===== config.mk =====
export PLATFORM = sky130hd
export DESIGN_NAME = call_register_bank
export DESIGN_NICKNAME = d
export VERILOG_FILES = /design/src/rtl/call_register_bank_pkg.sv /design/src/rtl/call_register_bank_call_channel.sv /design/src/rtl/call_register_bank.sv
export SDC_FILE = /design/constraint.sdc
export NUM_CORES = 1
export LEC_CHECK = 0
export ABC_AREA = 1
export CORE_UTILIZATION = 48
export CTS_CLUSTER_SIZE = 40
export DETAILED_ROUTE_END_ITERATION = 7
export MAX_ROUTING_LAYER = met4
export PLACE_DENSITY_LB_ADDON = 0.15
export SYNTH_ARGS = -nofsm -noshare
export SYNTH_HDL_FRONTEND = slang
export SYNTH_SLANG_ARGS = --single-unit

===== constraint.sdc =====
create_clock -name clk -period 10.5 [get_ports clk]
set_clock_uncertainty 0.1 [all_clocks]
set_input_delay 1.05 -clock clk [delete_from_list [all_inputs] [get_ports clk]]
set_output_delay 1.05 -clock clk [all_outputs]
set_load 0.05 [all_outputs]

===== src/rtl/call_register_bank_pkg.sv =====
// Shared elevator definitions used by the call register bank and the
// elevator controller.
//   - Channel indices: CH_CAR, CH_UP, CH_DN.
//   - N_CH: number of call channels.
//   - floor_w: floor-index width for a given floor count.
//   - count_w: width of a count of every call bit in the building.
package call_register_bank_pkg;

  localparam int N_CH   = 3;
  localparam int CH_CAR = 0;
  localparam int CH_UP  = 1;
  localparam int CH_DN  = 2;

  function automatic int floor_w(input int n_floors);
    return $clog2(n_floors);
  endfunction

  function automatic int count_w(input int n_floors);
    return $clog2(N_CH * n_floors + 1);
  endfunction

endpackage


===== src/rtl/call_register_bank_call_channel.sv =====
// One call channel (car, hall-up or hall-down) for every floor.
// Each bit is a clocked SR cell:
//   - It is set on the rising edge of its button.
//   - It is cleared by service or by the floor going out of service.
//   - Clear wins over set.
// Ports:
//   clk, srst   : clock and synchronous active-high reset
//   btn         : level button inputs, bit i = floor i
//   floor_en    : 1 = floor in service; 0 = ignore presses and drop calls
//   clr         : per-floor clear request from the servicing logic
//   calls       : registered calls (illegal bits forced to 0)
module call_channel #(
  parameter int                    N_FLOORS = 4,
  parameter logic [N_FLOORS-1:0]   LEGAL    = '1
) (
  input  logic                clk,
  input  logic                srst,
  input  logic [N_FLOORS-1:0] btn,
  input  logic [N_FLOORS-1:0] floor_en,
  input  logic [N_FLOORS-1:0] clr,
  output logic [N_FLOORS-1:0] calls
);

  logic [N_FLOORS-1:0] btn_q_reg;
  logic [N_FLOORS-1:0] calls_reg;
  logic [N_FLOORS-1:0] calls_next;
  logic [N_FLOORS-1:0] rise;
  // Low for the first edge after reset.
  // The history register is cleared by reset. A button held through reset
  // would otherwise look like a fresh press when reset is released.
  logic                armed_reg;

  assign rise = btn & ~btn_q_reg & {N_FLOORS{armed_reg}};

  // Set first, then mask with clear, enable and legality.
  // The masking makes clear win over set.
  assign calls_next = (calls_reg | (rise & floor_en)) & ~clr & floor_en & LEGAL;

  always_ff @(posedge clk) begin
    if (srst) begin
      btn_q_reg <= '0;
      calls_reg <= '0;
      armed_reg <= 1'b0;
    end else begin
      btn_q_reg <= btn;
      calls_reg <= calls_next;
      armed_reg <= 1'b1;
    end
  end

  assign calls = calls_reg;

endmodule


===== src/rtl/call_register_bank.sv =====
// Car and hall call storage for N_FLOORS floors, plus direction-decision
// status for the elevator controller.
// Ports:
//   clk, rst         : clock and synchronous active-high reset
//   btn_car/up/dn    : level button inputs
//                      top-floor up and bottom-floor down are ignored
//   floor_en         : per-floor service enable
//   cur_floor        : car position
//   dir_up           : travel direction; selects which hall call is served
//   svc_valid        : car stopped with doors open at cur_floor
//   car/up/dn_calls  : registered call vectors
//   call_here        : any call at cur_floor
//   call_above       : any call at a floor above cur_floor
//   call_below       : any call at a floor below cur_floor
//   any_call         : any call stored at all
//   pending_cnt      : number of stored call bits
// When cur_floor is out of range:
//   - svc_valid is ignored;
//   - every stored call is reported as below.
module call_register_bank
  import call_register_bank_pkg::*;
#(
  parameter int N_FLOORS = 4,
  parameter int FW       = floor_w(N_FLOORS),
  parameter int CW       = count_w(N_FLOORS)
) (
  input  logic                clk,
  input  logic                rst,
  input  logic [N_FLOORS-1:0] btn_car,
  input  logic [N_FLOORS-1:0] btn_up,
  input  logic [N_FLOORS-1:0] btn_dn,
  input  logic [N_FLOORS-1:0] floor_en,
  input  logic [FW-1:0]       cur_floor,
  input  logic                dir_up,
  input  logic                svc_valid,
  output logic [N_FLOORS-1:0] car_calls,
  output logic [N_FLOORS-1:0] up_calls,
  output logic [N_FLOORS-1:0] dn_calls,
  output logic                call_here,
  output logic                call_above,
  output logic                call_below,
  output logic                any_call,
  output logic [CW-1:0]       pending_cnt
);

  localparam logic [N_FLOORS-1:0] LEGAL_CAR = '1;
  localparam logic [N_FLOORS-1:0] LEGAL_UP  = {1'b0, {(N_FLOORS-1){1'b1}}};
  localparam logic [N_FLOORS-1:0] LEGAL_DN  = {{(N_FLOORS-1){1'b1}}, 1'b0};
  localparam logic [FW:0]         N_FLOORS_W = (FW+1)'(N_FLOORS);

  logic                in_range;
  logic                svc_ok;
  logic [N_FLOORS-1:0] floor_hit;
  logic [N_FLOORS-1:0] above_mask;
  logic [N_FLOORS-1:0] below_mask;
  logic [N_FLOORS-1:0] any_floor;
  logic [N_FLOORS-1:0] btn_ch   [N_CH];
  logic [N_FLOORS-1:0] clr_ch   [N_CH];
  logic [N_FLOORS-1:0] calls_ch [N_CH];
  logic [CW-1:0]       pending_sum;

  // Widen by one bit so N_FLOORS itself is representable in the compare.
  assign in_range = ({1'b0, cur_floor} < N_FLOORS_W);
  assign svc_ok   = svc_valid && in_range;

  genvar gi;
  generate
    for (gi = 0; gi < N_FLOORS; gi++) begin : g_floor
      assign floor_hit[gi]  = in_range && (cur_floor == FW'(gi));
      assign above_mask[gi] = in_range && (cur_floor <  FW'(gi));
      assign below_mask[gi] = !in_range || (cur_floor > FW'(gi));
    end
  endgenerate

  assign btn_ch[CH_CAR] = btn_car;
  assign btn_ch[CH_UP]  = btn_up;
  assign btn_ch[CH_DN]  = btn_dn;

  // Car calls are always cleared on service.
  // Only the hall call matching the travel direction is cleared.
  assign clr_ch[CH_CAR] = floor_hit & {N_FLOORS{svc_ok}};
  assign clr_ch[CH_UP]  = floor_hit & {N_FLOORS{svc_ok &&  dir_up}};
  assign clr_ch[CH_DN]  = floor_hit & {N_FLOORS{svc_ok && !dir_up}};

  generate
    for (gi = 0; gi < N_CH; gi++) begin : g_ch
      localparam logic [N_FLOORS-1:0] LEGAL =
        (gi == CH_UP) ? LEGAL_UP : ((gi == CH_DN) ? LEGAL_DN : LEGAL_CAR);
      call_channel #(
        .N_FLOORS (N_FLOORS),
        .LEGAL    (LEGAL)
      ) u_channel (
        .clk      (clk),
        .srst     (rst),
        .btn      (btn_ch[gi]),
        .floor_en (floor_en),
        .clr      (clr_ch[gi]),
        .calls    (calls_ch[gi])
      );
    end
  endgenerate

  assign car_calls = calls_ch[CH_CAR];
  assign up_calls  = calls_ch[CH_UP];
  assign dn_calls  = calls_ch[CH_DN];

  assign any_floor  = car_calls | up_calls | dn_calls;
  assign call_here  = |(any_floor & floor_hit);
  assign call_above = |(any_floor & above_mask);
  assign call_below = |(any_floor & below_mask);
  assign any_call   = |any_floor;

  always_comb begin
    pending_sum = '0;
    for (int i = 0; i < N_FLOORS; i++) begin
      pending_sum = pending_sum + CW'(car_calls[i]) + CW'(up_calls[i]) + CW'(dn_calls[i]);
    end
  end

  assign pending_cnt = pending_sum;

endmodule


# ---- Word level (Yosys, flattened, before mapping)
# Index checks and enable logic that the tools add are counted.
# Widths: inputs -> output; s select.
dict set report word_totals {
  ff_bits 23
  word_cells 71
  out_inout_bits 20
  input_bits 22
}
dict set report op_classes {
  eq_ne 3
  magnitude_cmp 8
  n_reduce_logical 8
  addsub 11
  muxes 1
  n_bitwise 32
}
# operator n
set op_table {}
lappend op_table {{$and 4x4->4} 15}
lappend op_table {{$add 4x1->4} 9}
lappend op_table {{$and 3x3->3} 6}
lappend op_table {{$not 4->4} 4}
lappend op_table {{$reduce_or 4->1} 4}
lappend op_table {{$or 4x4->4} 3}
lappend op_table {{$not 3->3} 2}
lappend op_table {{$add 4x1->4 const B} 1}
lappend op_table {{$eq 2x2->1 const B} 2}
lappend op_table {{$gt 2x1->1 const B} 2}
lappend op_table {{$gt 2x2->1 const B} 2}
lappend op_table {{$lt 2x1->1 const B} 2}
lappend op_table {{$lt 2x2->1 const B} 2}
lappend op_table {{$or 4x3->4} 1}
lappend op_table {{$or 3x3->3} 1}
lappend op_table {{$add 1x1->2} 1}
lappend op_table {{$eq 2x1->1 const B} 1}
lappend op_table {{$logic_and 1x1->1} 2}
lappend op_table {{$logic_not 2->1} 1}
lappend op_table {{$logic_not 1->1} 1}
lappend op_table {{$mux 1} 1}

# ---- Depth between registers and ports, before layout
# Gate-level depths: netlist (run 1).
dict set report logic_depth {
  depth_word 11
  ltp_mapped 10
  ltp_nobuf 10
}

# ---- Hierarchy
# A second synthesis (run 1) with hierarchy kept.
dict set report unflattened {
  cells_unflattened 198
  area_unflattened_um2 1380.1
}
# mod n_inst area_per_inst_um2 cells_each seq_area_each_um2
set modules_own_cells {}
lappend modules_own_cells {{call_channel (g_ch[1].u_channel ...)} 2 264.0 34 140.1}
lappend modules_own_cells {call_register_bank 1 501.7 87 0.0}
lappend modules_own_cells {{call_channel (g_ch[0].u_channel)} 1 350.3 43 180.2}

# ---- Worst setup path before layout (run 1)
# No wires, ideal clock.
dict set report synth_path {
  kind {register -> output}
  startpoint {register g_ch[0].u_channel.calls_reg[0]}
  endpoint {output pending_cnt[2]}
  required_time_ps 9350
  setup_slack_ps 5298
  path_buffers 0
  stages_incl_launch_ff 10
  t_arrival_ps 4052
  path_cell_list {dfxtp_1 -> inv_1 -> ha_1 -> inv_1 -> fa_1 -> fa_1 -> fa_1 -> fa_1 -> fa_1 -> xnor2_1}
}
dict set report synth_via {
  elab_chain_len 11
}
# item line_no
set synth_lines {}
lappend synth_lines {{start, declared} call_register_bank_call_channel.sv:25} ;# logic [N_FLOORS-1:0] calls_reg;
lappend synth_lines {{start signal, assigned} call_register_bank_call_channel.sv:46} ;# calls_reg <= calls_next;
lappend synth_lines {{$add 1x1->2} call_register_bank.sv:116} ;# pending_sum = pending_sum + CW'(car_calls[i]) + CW'(up_calls[i]) + CW'(dn_calls[i]);
lappend synth_lines {{$add 4x1->4 (10 in a row)} call_register_bank.sv:116}
lappend synth_lines {{end, declared} call_register_bank.sv:43} ;# output logic [CW-1:0] pending_cnt
# Every way passes these cells.

# ---- Worst setup path after layout (run 1)
# Ends and elaborated chain as after synthesis.

==> results of run 1 <==
-- final cells by class --
cell class | instances | area (sq um) | share of cell area
inverter | 48 | 180.2 | 0.1091
clock buffer | 3 | 22.52 | 0.01364
tap | 30 | 37.54 | 0.02273
clock inverter | 1 | 7.507 | 0.004545
timing repair buffer | 37 | 370.4 | 0.2242
multi-input combinational | 112 | 613.1 | 0.3712
sequential | 21 | 420.4 | 0.2545
-- power by group --
group	total (W)	internal [W]	switching, W	leakage (nW)
Clock	0.0000427	0.0000145	0.0000282	0.0139
Combinational	0.0000573	0.0000217	0.0000356	0.661
Sequential	0.0000850	0.0000831	0.00000194	0.173
Total	0.000185	0.000119	0.0000657	0.848
-- worst paths after layout --
path                            cells past startpoint                    endpoint
worst max-delay path                               10              pending_cnt[2]
worst min-delay path                                3  g_ch[0].u_channel.calls[3]
worst max register to register                      4  g_ch[1].u_channel.calls[0]
worst min register to register                      3  g_ch[0].u_channel.calls[3]
-- per-layer routing --
layer / vias to the layer above / routed length (um) / track usage
met3: 4 / 106 / 0.02609
met2: 28 / 1343 / 0.3903
met1: 524 / 1114 / 0.2447
li1: 593 / - / -
met5: - / 0 / -
met4: 0 / 26 / 0.07895
-- cell families after synthesis --
group                    count (synthesis)  synth area share
adder cells (fa/ha/maj)                 12            0.1581
buffers and inverters                   52            0.1662
XOR/XNOR                                 1          0.007093
flip-flops                              21            0.3404
AND/OR/NAND/NOR                         90            0.2969
AO/OA/AOI/OAI                            7           0.02836
other                                    1          0.003037
-- synth_stat cells --
library cell   n
nor2_2         4
nand2_2        1
o21ai_0        1
inv_1         40
buf_2          2
inv_2          8
nand3b_1       1
dfxtp_1       21
fa_1           6
ha_1           6
a21oi_1        3
nor2_1        37
xnor2_1        1
nand2_1       41
nand3_2        1
nand3_1        5
conb_1         1
o21ai_1        3
buf_4          2
-- stage by stage --
step / instance area, sq um / cells
floorplan: 1239 / 185
global placement: 1622 / 248
detailed placement: 1622 / 248
CTS: 1652 / 252
global route: 1652 / 252
finish: 1652 / 252
-- worst register-to-register path, delay by kind of cell, from the launching register on --
family	cells	cell delay, ns
buffers and inverters	1	0.03
and+or+nand+nor	3	0.26
DFF	1	0.54
==> results.sh, run 1 <==
export IMPL_critPathKind="flip-flop to primary output"
export IMPL_holdWs_ns=0.4034
export IMPL_slowest_stage="clkdlybuf4s50_1"
export IMPL_max_slew_margin_rel=0.6272
export IMPL_status="finished clean"
export IMPL_antenna_found_initial=0
export IMPL_grt_max_degree=16
export IMPL_cts_buffers=3
export IMPL_fin_util=0.6728
export IMPL_cts_root_buffer="clkbuf_4"
export IMPL_ir_worst_vdd_mv=0.09063
export IMPL_antenna_cells=0
export IMPL_cellPowerDensity_mw_per_mm2=112.1
export IMPL_cp_arrival_ns=4.30
export IMPL_fp_dieArea_sq_mm=0.002779
export IMPL_synth_distinct_cells=19
export IMPL_ys_top_cells_by_area="dfxtp_1 34%, nand2_1 12%, inv_1 12%"
export IMPL_num_vias=1149
export IMPL_syn_cell_area_sq_mm=0.001235
export IMPL_worstPathRequired_ns=9.35
export IMPL_totalPowerFinal_w=0.0001851
export IMPL_viasPerCell=4.560
export IMPL_drive_above_1_share=0.08108
export IMPL_start_kind="flip-flop"
export IMPL_drt_first_pass_iters=4
export IMPL_hold_violations=0
export IMPL_synth_top_cell_area_share=0.3404
export IMPL_nets=257
export IMPL_drc_errors=0
export IMPL_worstSetupEndpointType="primary output"
export IMPL_final_common_cell="nand2_1"
export IMPL_hold_buffers=0
export IMPL_post_cts_buffers=0
export IMPL_grt_pass1_wl_um=4305
export IMPL_start_util=0.5031
export IMPL_gp_congestion=0.8332
export IMPL_grt_setup_unrepaired="no"
export IMPL_wl_per_cell_um=10.28
export IMPL_cp_num_buf_inv=3
export IMPL_fmax_ghz=0.1835
export IMPL_critPathTopFamily="adder cells"
export IMPL_reg2reg_slack_ns=9.52
export IMPL_hp_start="g_ch[0].u_channel.btn_q_reg[3]"
export IMPL_syn_area_per_cell_sq_um=6.712
export IMPL_syn_inst=184
export IMPL_first_global_vias=1098
export IMPL_insertion_delay_ns=0.31
export IMPL_synth_yosys_warnings=0
export IMPL_pre_cts_ws_ns=5.438
export IMPL_fp_dieH_um=52.72
export IMPL_drtIter0Drc=16
export IMPL_synth_area_leader_cell="dfxtp_1"
export IMPL_cp_startpoint="g_ch[0].u_channel.calls[0]"
export IMPL_hold_path_class="flip-flop to flip-flop"
export IMPL_r2r_start="g_ch[2].u_channel.armed_reg"
export IMPL_io_pins=42
export IMPL_fillCellCount=227
export IMPL_syn2layout_area_growth_pct=33.74
export IMPL_fin_crit_sh=0.5191
export IMPL_grt_overflow=0
export IMPL_setup_tns_ns=0
export IMPL_cts_buffer_depth=2
export IMPL_fin_crit_ns=5.450
export IMPL_die_w_um=52.72
export IMPL_setup_slack_ns=5.050
export IMPL_rows=18
export IMPL_crit_path_max_incr_delay_ns=0.82
export IMPL_clkSlewWorstSetupHoldPaths_ns=0.14
export IMPL_drv_cap=0
export IMPL_grt_use_total=0.2173
export IMPL_setup_violations=0
export IMPL_mostFrequentLayoutCells="41 x nand2_1, 40 x inv_1, 37 x nor2_1, 37 x clkdlybuf4s50_1, 21 x dfxtp_1"
export IMPL_post_dp_hpwl_um=2168
export IMPL_p_leak_nw=0.8484
export IMPL_path_max_fanout=3
export IMPL_port_buffers=37
export IMPL_routed_wl_um=2591
export IMPL_worstMarginPinSlew_ns=0.5574
export IMPL_core_area_sq_mm=0.002455
export IMPL_postRouteAntennaNets=0
export IMPL_ys_seq_elements=21
export IMPL_ys_seq_area_frac=0.3404
export IMPL_cp_cell_sequence="inv_1, ha_1, inv_1, fa_1, fa_1, fa_1, fa_1, fa_1, xnor2_1, clkdlybuf4s50_1"
export IMPL_cts_tree="yes"
export IMPL_cts_max_level=1
export IMPL_cts_resized=0
export IMPL_clock_sinks=21
export IMPL_crit_top_cell="fa_1"
export IMPL_drv_slew=0
No activity file was read; power rests on OpenSTA's default activity.
==> run 2: changes to the inputs <==
--- a/config.mk
+++ b/config.mk
@@ -6,7 +6,7 @@
 export NUM_CORES = 1
 export LEC_CHECK = 0
 export ABC_AREA = 1
-export CORE_UTILIZATION = 48
+export CORE_UTILIZATION = 40
 export CTS_CLUSTER_SIZE = 40
 export DETAILED_ROUTE_END_ITERATION = 7
 export MAX_ROUTING_LAYER = met4
==> constraint.sdc (replaced) <==
create_clock -name clk -period 4.9 [get_ports clk]
set_clock_uncertainty 0.1 [all_clocks]
set_input_delay 0.49 -clock clk [delete_from_list [all_inputs] [get_ports clk]]
set_output_delay 0.49 -clock clk [all_outputs]
set_load 0.05 [all_outputs]
==> run 2 against run 1 <==
Combinational power rose by 110%. Wire length is 2.2% higher. Count of clock-buffer cells in the layout rose by 1. First-iteration DRC count increased by 63%. The run now ends with DRC left. Highest routed layer is now met3. Critical endpoint is now pending_cnt[3]. Die area grew 19%. Core utilization is 8.8 points lower.
==> results.sh, run 2 (synthesis results as in run 1) <==
export IMPL_drv_cap=0
export IMPL_totalPowerFinal_w=0.0003878
export IMPL_fin_util=0.5847
export IMPL_nets=257
export IMPL_cts_root_buffer="clkbuf_4"
export IMPL_antenna_found_initial=0
export IMPL_hp_start="g_ch[0].u_channel.btn_q_reg[3]"
export IMPL_post_dp_hpwl_um=2201
export IMPL_cts_resized=0
export IMPL_fillCellCount=280
export IMPL_slowest_stage="clkdlybuf4s50_1"
export IMPL_mostFrequentLayoutCells="41 x nand2_1, 40 x inv_1, 37 x nor2_1"
export IMPL_crit_path_max_incr_delay_ns=0.83
export IMPL_setup_worst_path_end="pending_cnt[3]"
export IMPL_worstSetupEndpointType="primary output"
export IMPL_r2r_end="g_ch[0].u_channel.calls[0]"
export IMPL_routed_wl_um=2648
export IMPL_fp_dieH_um=57.57
export IMPL_setup_violations=0
export IMPL_wl_per_cell_um=10.47
export IMPL_cts_tree="yes"
export IMPL_crit_top_cell="fa_1"
export IMPL_worstRegToRegCells=4
export IMPL_fin_crit_ns=4.506
export IMPL_io_pins=42
export IMPL_drc_errors=4
export IMPL_first_global_vias=1067
export IMPL_clock_sinks=21
export IMPL_max_slew_margin_rel=0.6154
export IMPL_cp_cell_sequence="inv_1, ha_1, inv_1, fa_1, fa_1, fa_1, fa_1, o21ai_0, clkdlybuf4s50_1"
export IMPL_critPathKind="flip-flop to primary output"
export IMPL_worstMarginPinSlew_ns=0.5751
export IMPL_grt_use_total=0.1767
export IMPL_rows=19
export IMPL_ir_worst_vdd_mv=0.1438
export IMPL_hold_buffers=0
export IMPL_path_max_fanout=3
export IMPL_drtIter0Drc=26
export IMPL_syn2layout_area_growth_pct=33.94
export IMPL_clkSlewWorstSetupHoldPaths_ns=0.12
export IMPL_drv_slew=0
export IMPL_fin_crit_sh=0.9196
export IMPL_cellPowerDensity_mw_per_mm2=234.4
export IMPL_grt_setup_unrepaired="no"
export IMPL_grt_overflow=0
export IMPL_area_sequential_sq_um=420.4
export IMPL_multi_input_area_sq_um=613.1
export IMPL_drt_first_pass_iters=6
export IMPL_postRouteAntennaNets=0
export IMPL_r2r_start="g_ch[2].u_channel.armed_reg"
export IMPL_core_area_sq_mm=0.002829
export IMPL_hold_violations=0
export IMPL_p_leak_nw=0.8852
export IMPL_final_common_cell="nand2_1"
export IMPL_worstPathRequired_ns=4.31
export IMPL_violations="DRC"
export IMPL_fmax_ghz=0.2219
export IMPL_cp_arrival_ns=3.92
export IMPL_cts_buffer_depth=2
export IMPL_setup_tns_ns=0
export IMPL_antenna_cells=0
export IMPL_grt_pass1_wl_um=4402
export IMPL_insertion_delay_ns=0.30
export IMPL_status="finished, violations left"
export IMPL_port_buffers=37
export IMPL_die_w_um=57.57
export IMPL_reg2reg_slack_ns=3.86
export IMPL_gp_congestion=0.8113
export IMPL_cts_max_level=1
export IMPL_viasPerCell=4.506
export IMPL_cp_startpoint="g_ch[0].u_channel.calls[0]"
export IMPL_num_vias=1140
export IMPL_cts_buffers=3
export IMPL_drive_above_1_share=0.07658
export IMPL_grt_max_degree=16
export IMPL_start_util=0.4365
export IMPL_hold_path_class="flip-flop to flip-flop"
export IMPL_start_kind="flip-flop"
export IMPL_post_cts_buffers=0
export IMPL_fp_dieArea_sq_mm=0.003314
[run 2: cell count changes in the layout (fill, tap and decap cells not counted), sizes merged]
cell	delta
clkdlybuf4s50	-2
clkinvlp	-1
dlymetal6s2s	+2
clkbuf	+1
[run 2: cell type report]
class | instances | share of cell area
clock buffers | 4 | 0.01588
multi-input cells | 112 | 0.3706
repair buffers | 37 | 0.2269
well taps | 31 | 0.02345
flip-flops and latches | 21 | 0.2542
inverters | 48 | 0.1089
[run 2: critical path, delay by kind of cell (launching register included)]
kind / cells / cell delay (ns)
flops: 1 / 0.37
buf+inv: 3 / 0.98
fa+ha+maj: 5 / 2.06
compound gates: 1 / 0.20
[run 2: power breakdown]
part / leakage, nW / switching [W] / internal (W)
registers: 0.173 / 0.00000441 / 0.000178
logic: 0.697 / 0.0000758 / 0.0000460
clock network: 0.0150 / 0.0000518 / 0.0000317
[run 2: worst min path at each step]
stage / slack, ns / depth (start not counted) / to
floorplan: 0.36 / 3 / g_ch[0].u_channel.calls[3]
global placement: 0.39 / 3 / g_ch[0].u_channel.calls[3]
detailed placement: 0.40 / 3 / g_ch[0].u_channel.calls[3]
CTS: 0.41 / 3 / g_ch[0].u_channel.calls[3]
global route: 0.45 / 3 / g_ch[0].u_channel.calls[3]
finish: 0.41 / 3 / g_ch[0].u_channel.calls[3]
[run 2: metal layers]
metal,global-route usage,routed length (um),up-vias
li1,-,-,593
met1,0.1966,1107,512
met2,0.3256,1348,35
met3,0.04308,192,0
met4,0.02091,0,0
met5,-,0,-
[run 2: through the flow]
stage	area, sq um	worst slack (ns)	std cells	hold slack (ns)
floorplan	1239	0.2579	185	0.3590
global placement	1623	0.4610	249	0.3863
detailed placement	1623	0.4220	249	0.3963
CTS	1649	0.06895	253	0.4146
global route	1654	0.2387	253	0.4451
finish	1654	0.3942	253	0.4143
==> variant 1 (config.mk and constraints of run 2) <==
Add an input register stage for `floor_en`, without a reset; this delays it by one clock. The other inputs are not delayed to match.
--- a/src/rtl/call_register_bank.sv
+++ b/src/rtl/call_register_bank.sv
@@ -48,6 +48,12 @@
   localparam logic [N_FLOORS-1:0] LEGAL_DN  = {{(N_FLOORS-1){1'b1}}, 1'b0};
   localparam logic [FW:0]         N_FLOORS_W = (FW+1)'(N_FLOORS);
 
+  logic [N_FLOORS-1:0] floor_en_q;
+
+  always_ff @(posedge clk) begin
+    floor_en_q <= floor_en;
+  end
+
   logic                in_range;
   logic                svc_ok;
   logic [N_FLOORS-1:0] floor_hit;
@@ -93,7 +99,7 @@
         .clk      (clk),
         .srst     (rst),
         .btn      (btn_ch[gi]),
-        .floor_en (floor_en),
+        .floor_en (floor_en_q),
         .clr      (clr_ch[gi]),
         .calls    (calls_ch[gi])
       );
Formal check against the unedited RTL: not equivalent (Yosys sat finds a counterexample within 4 cycles, from zero or initial values and one cycle with rst high).
==> variant 1 against run 2 <==
Utilization down 1.6 points; count of clock-buffer cells in the layout down 1; worst setup slack worse by 5.7 ps; largest cell class unchanged; total power up 10%; final cell count up 6.7%; die area up 6.2%; wire length down 8.2%; sequential share of layout area up 3.2 points; highest routed layer is now met4; area after synthesis up 6.5%; sequential cell count up 4; cell area up 5.9%; fmax down 0.13%.
==> variant 1: results (changes against run 2) <==
initial drt markers=24 (was 26); Reg-to-Reg End=g_ch[1].u_channel.calls[0] (was g_ch[0].u_channel.calls[0]); Clock power frac=21.0% (was 21.6%); top cells by count, synth=nand2_1, inv_1, nor2_1, dfxtp_1, inv_2 (unchanged); hpwl dp=2060 um (was 2200 um); synth top area cells=dfxtp_1, nand2_1, inv_1 (unchanged); routability cong.=0.809 (was 0.811); setup slack at placement=417 ps (was 422 ps); first-pass GRT wire length=4230 um (was 4400 um); Via density=4.13 (was 4.51); worst IR drop on VDD=0.000125 V (was 0.000144 V); sequential area share after synthesis=38.1% (was 34.0%); total track usage=16.4% (was 17.7%); Reg2Reg Setup Slack=3910 ps (was 3860 ps); fillcell total=335 (was 280); Lkg Pwr=0.922 nW (was 0.885 nW); number of global-route vias before repair=1086 (was 1067); First-pass DRT Iterations=4 (was 6); Yosys top cell area share=38.1% (was 34.0%); wire length per cell=9.00 um (was 10.5 um); worst skew pair latency=320 ps (was 300 ps); Clock group=0.0897 mW (was 0.0836 mW); Rel. slew slack=63.3% (was 61.5%); status=completed (was finished, violations left); share of layout cells above drive strength 1=7.96% (was 7.66%)
[variant 1: logic make-up (layout without fill, tap and decap cells)]
logic type	after synthesis	in the layout	share of synthesized area, %
and+or+nand+nor	90	90	27.9
buffers and inverters	52	89	15.6
DFF	25	25	38.1
adders and majority gates	12	12	14.8
AOI/OAI and AO/OA	7	7	2.66
other	1	2	0.285
xor gates and xnor gates	1	1	0.666
[variant 1: through the flow]
step           cells  area, um2
3_3_place_gp     266       1720
6_report         270       1750
2_1_floorplan    189       1320
4_1_cts          270       1750
3_5_place_dp     266       1720
5_1_grt          270       1750
[variant 1: worst min path at each step]
stage,to,slack [ps],startpoint,depth (start not counted)
after global placement,g_ch[0].u_channel.calls[3],410,g_ch[0].u_channel.btn_q_reg[3],3
after global routing,g_ch[2].u_channel.calls[3],460,floor_en_q[3],4
after floorplan,g_ch[0].u_channel.calls[3],360,g_ch[0].u_channel.btn_q_reg[3],3
after CTS,g_ch[0].u_channel.calls[3],430,g_ch[0].u_channel.btn_q_reg[3],3
final,g_ch[0].u_channel.calls[3],420,g_ch[0].u_channel.btn_q_reg[3],3
after detailed placement,g_ch[0].u_channel.calls[3],410,g_ch[0].u_channel.btn_q_reg[3],3
[variant 1: cell type report]
class | count | share of cell area [%]
clock buffer | 3 | 1.29
clock inverter | 1 | 0.286
inverter | 48 | 10.3
multi-input combinational | 112 | 35.0
sequential | 25 | 28.6
tap | 44 | 3.14
timing repair buffer | 37 | 21.4
[variant 1: routing by layer]
metal,wire (um),vias to the layer above,GRT usage (%)
met4,8,0,2.04
li1,-,604,-
met1,1150,479,18.6
met2,1150,29,29.7
met3,128,3,4.15
met5,0,-,-
[variant 1: timing repair]
item                                    CTS  global route
hold buffers                              0             0
endpoints found under the setup margin    0             2
gates resized for setup                   0             2
==> variant 2 (settings of run 2) <==
Without the edit above. `N_FLOORS` is set to 4 in 2 places; all go to 3.
--- a/src/rtl/call_register_bank_call_channel.sv
+++ b/src/rtl/call_register_bank_call_channel.sv
@@ -10,7 +10,7 @@
 //   clr         : per-floor clear request from the servicing logic
 //   calls       : registered calls (illegal bits forced to 0)
 module call_channel #(
-  parameter int                    N_FLOORS = 4,
+  parameter int                    N_FLOORS = 3,
   parameter logic [N_FLOORS-1:0]   LEGAL    = '1
 ) (
   input  logic                clk,
--- a/src/rtl/call_register_bank.sv
+++ b/src/rtl/call_register_bank.sv
@@ -20,7 +20,7 @@
 module call_register_bank
   import call_register_bank_pkg::*;
 #(
-  parameter int N_FLOORS = 4,
+  parameter int N_FLOORS = 3,
   parameter int FW       = floor_w(N_FLOORS),
   parameter int CW       = count_w(N_FLOORS)
 ) (
Interface: changed (7 resized); port bits go from 42 to 35. The function was not compared with the original's and may differ.
==> variant 2 against run 2 <==
Sequential cell count down 6; total power decreased by 27%; count of clock-buffer cells in the layout unchanged; cell area down 31%; first-iteration DRC count fell by 77%; wire length is 44% lower; clock power fell by 18%; worst setup slack better by 530 ps; utilization down 0.051 points; die area decreased by 32%; area after synthesis decreased by 33%; critical endpoint is now pending_cnt[1]; highest routed layer is now met4.
==> variant 2: results (changes against run 2) <==
DP Area=1120 um2 (was 1620 um2); largest net degree at the start of global routing=12 (was 16); Lkg Pwr=0.545 nW (was 0.885 nW); Reg area=300 um2 (was 420 um2); achievable clock frequency=0.252 GHz (was 0.222 GHz); Signal buffers=29 (was 37); hpwl dp=1270 um (was 2200 um); routed wire length on met3=76 um (was 192 um); met1 usage=20.8% (was 19.7%); Worst-Margin Slew=537 ps (was 575 ps); invs w/o clock=28 (was 48); seq_cells=15 (was 21); initial drt markers=6 (was 26); Yosys cell types=17 (was 19); synth top area cells=dfxtp_1, inv_1, fa_1 (was dfxtp_1, nand2_1, inv_1); Multi-In Gates=67 (was 112); routing usage on met3=2.64% (was 4.31%); met2 WL post-DR=731 um (was 1350 um); Sw Ratio=32.8% (was 34.0%); Multi-input gate area=390 um2 (was 613 um2); total track usage=16.3% (was 17.7%); Via Count=727 (was 1140); Top Metal Used=met4 (was met3); non-clock buffer share of cell area=25.3% (was 22.7%); status=completed (was finished, violations left); fillcell total=205 (was 280)
==> variant 2: critical path: stages, from the launching register on <==
cell             delay (ps)
dfxtp_1                 340
inv_1                    90
fa_1                    510
fa_1                    490
inv_1                    50
fa_1                    370
fa_1                    480
clkdlybuf4s50_1         800
==> variant 2: cell families (layout without fill, tap and decap cells) <==
group	after synthesis	in the layout	share of synthesized area (%)
DFF	15	15	36.0
and+or+nand+nor	55	55	31.5
adders and majority gates	4	4	9.61
buffers and inverters	33	61	18.0
other	1	3	0.450
AOI/OAI and AO/OA	5	5	4.35
==> variant 2: power groups by stage <==
stage	sequential [mW]	combinational (mW)	clock (mW)
after global routing	0.130	0.0935	0.0786
after floorplan	0.138	0.0535	0
after global placement	0.132	0.0848	0
final	0.130	0.0853	0.0684
after detailed placement	0.133	0.0860	0
after CTS	0.130	0.0862	0.0713
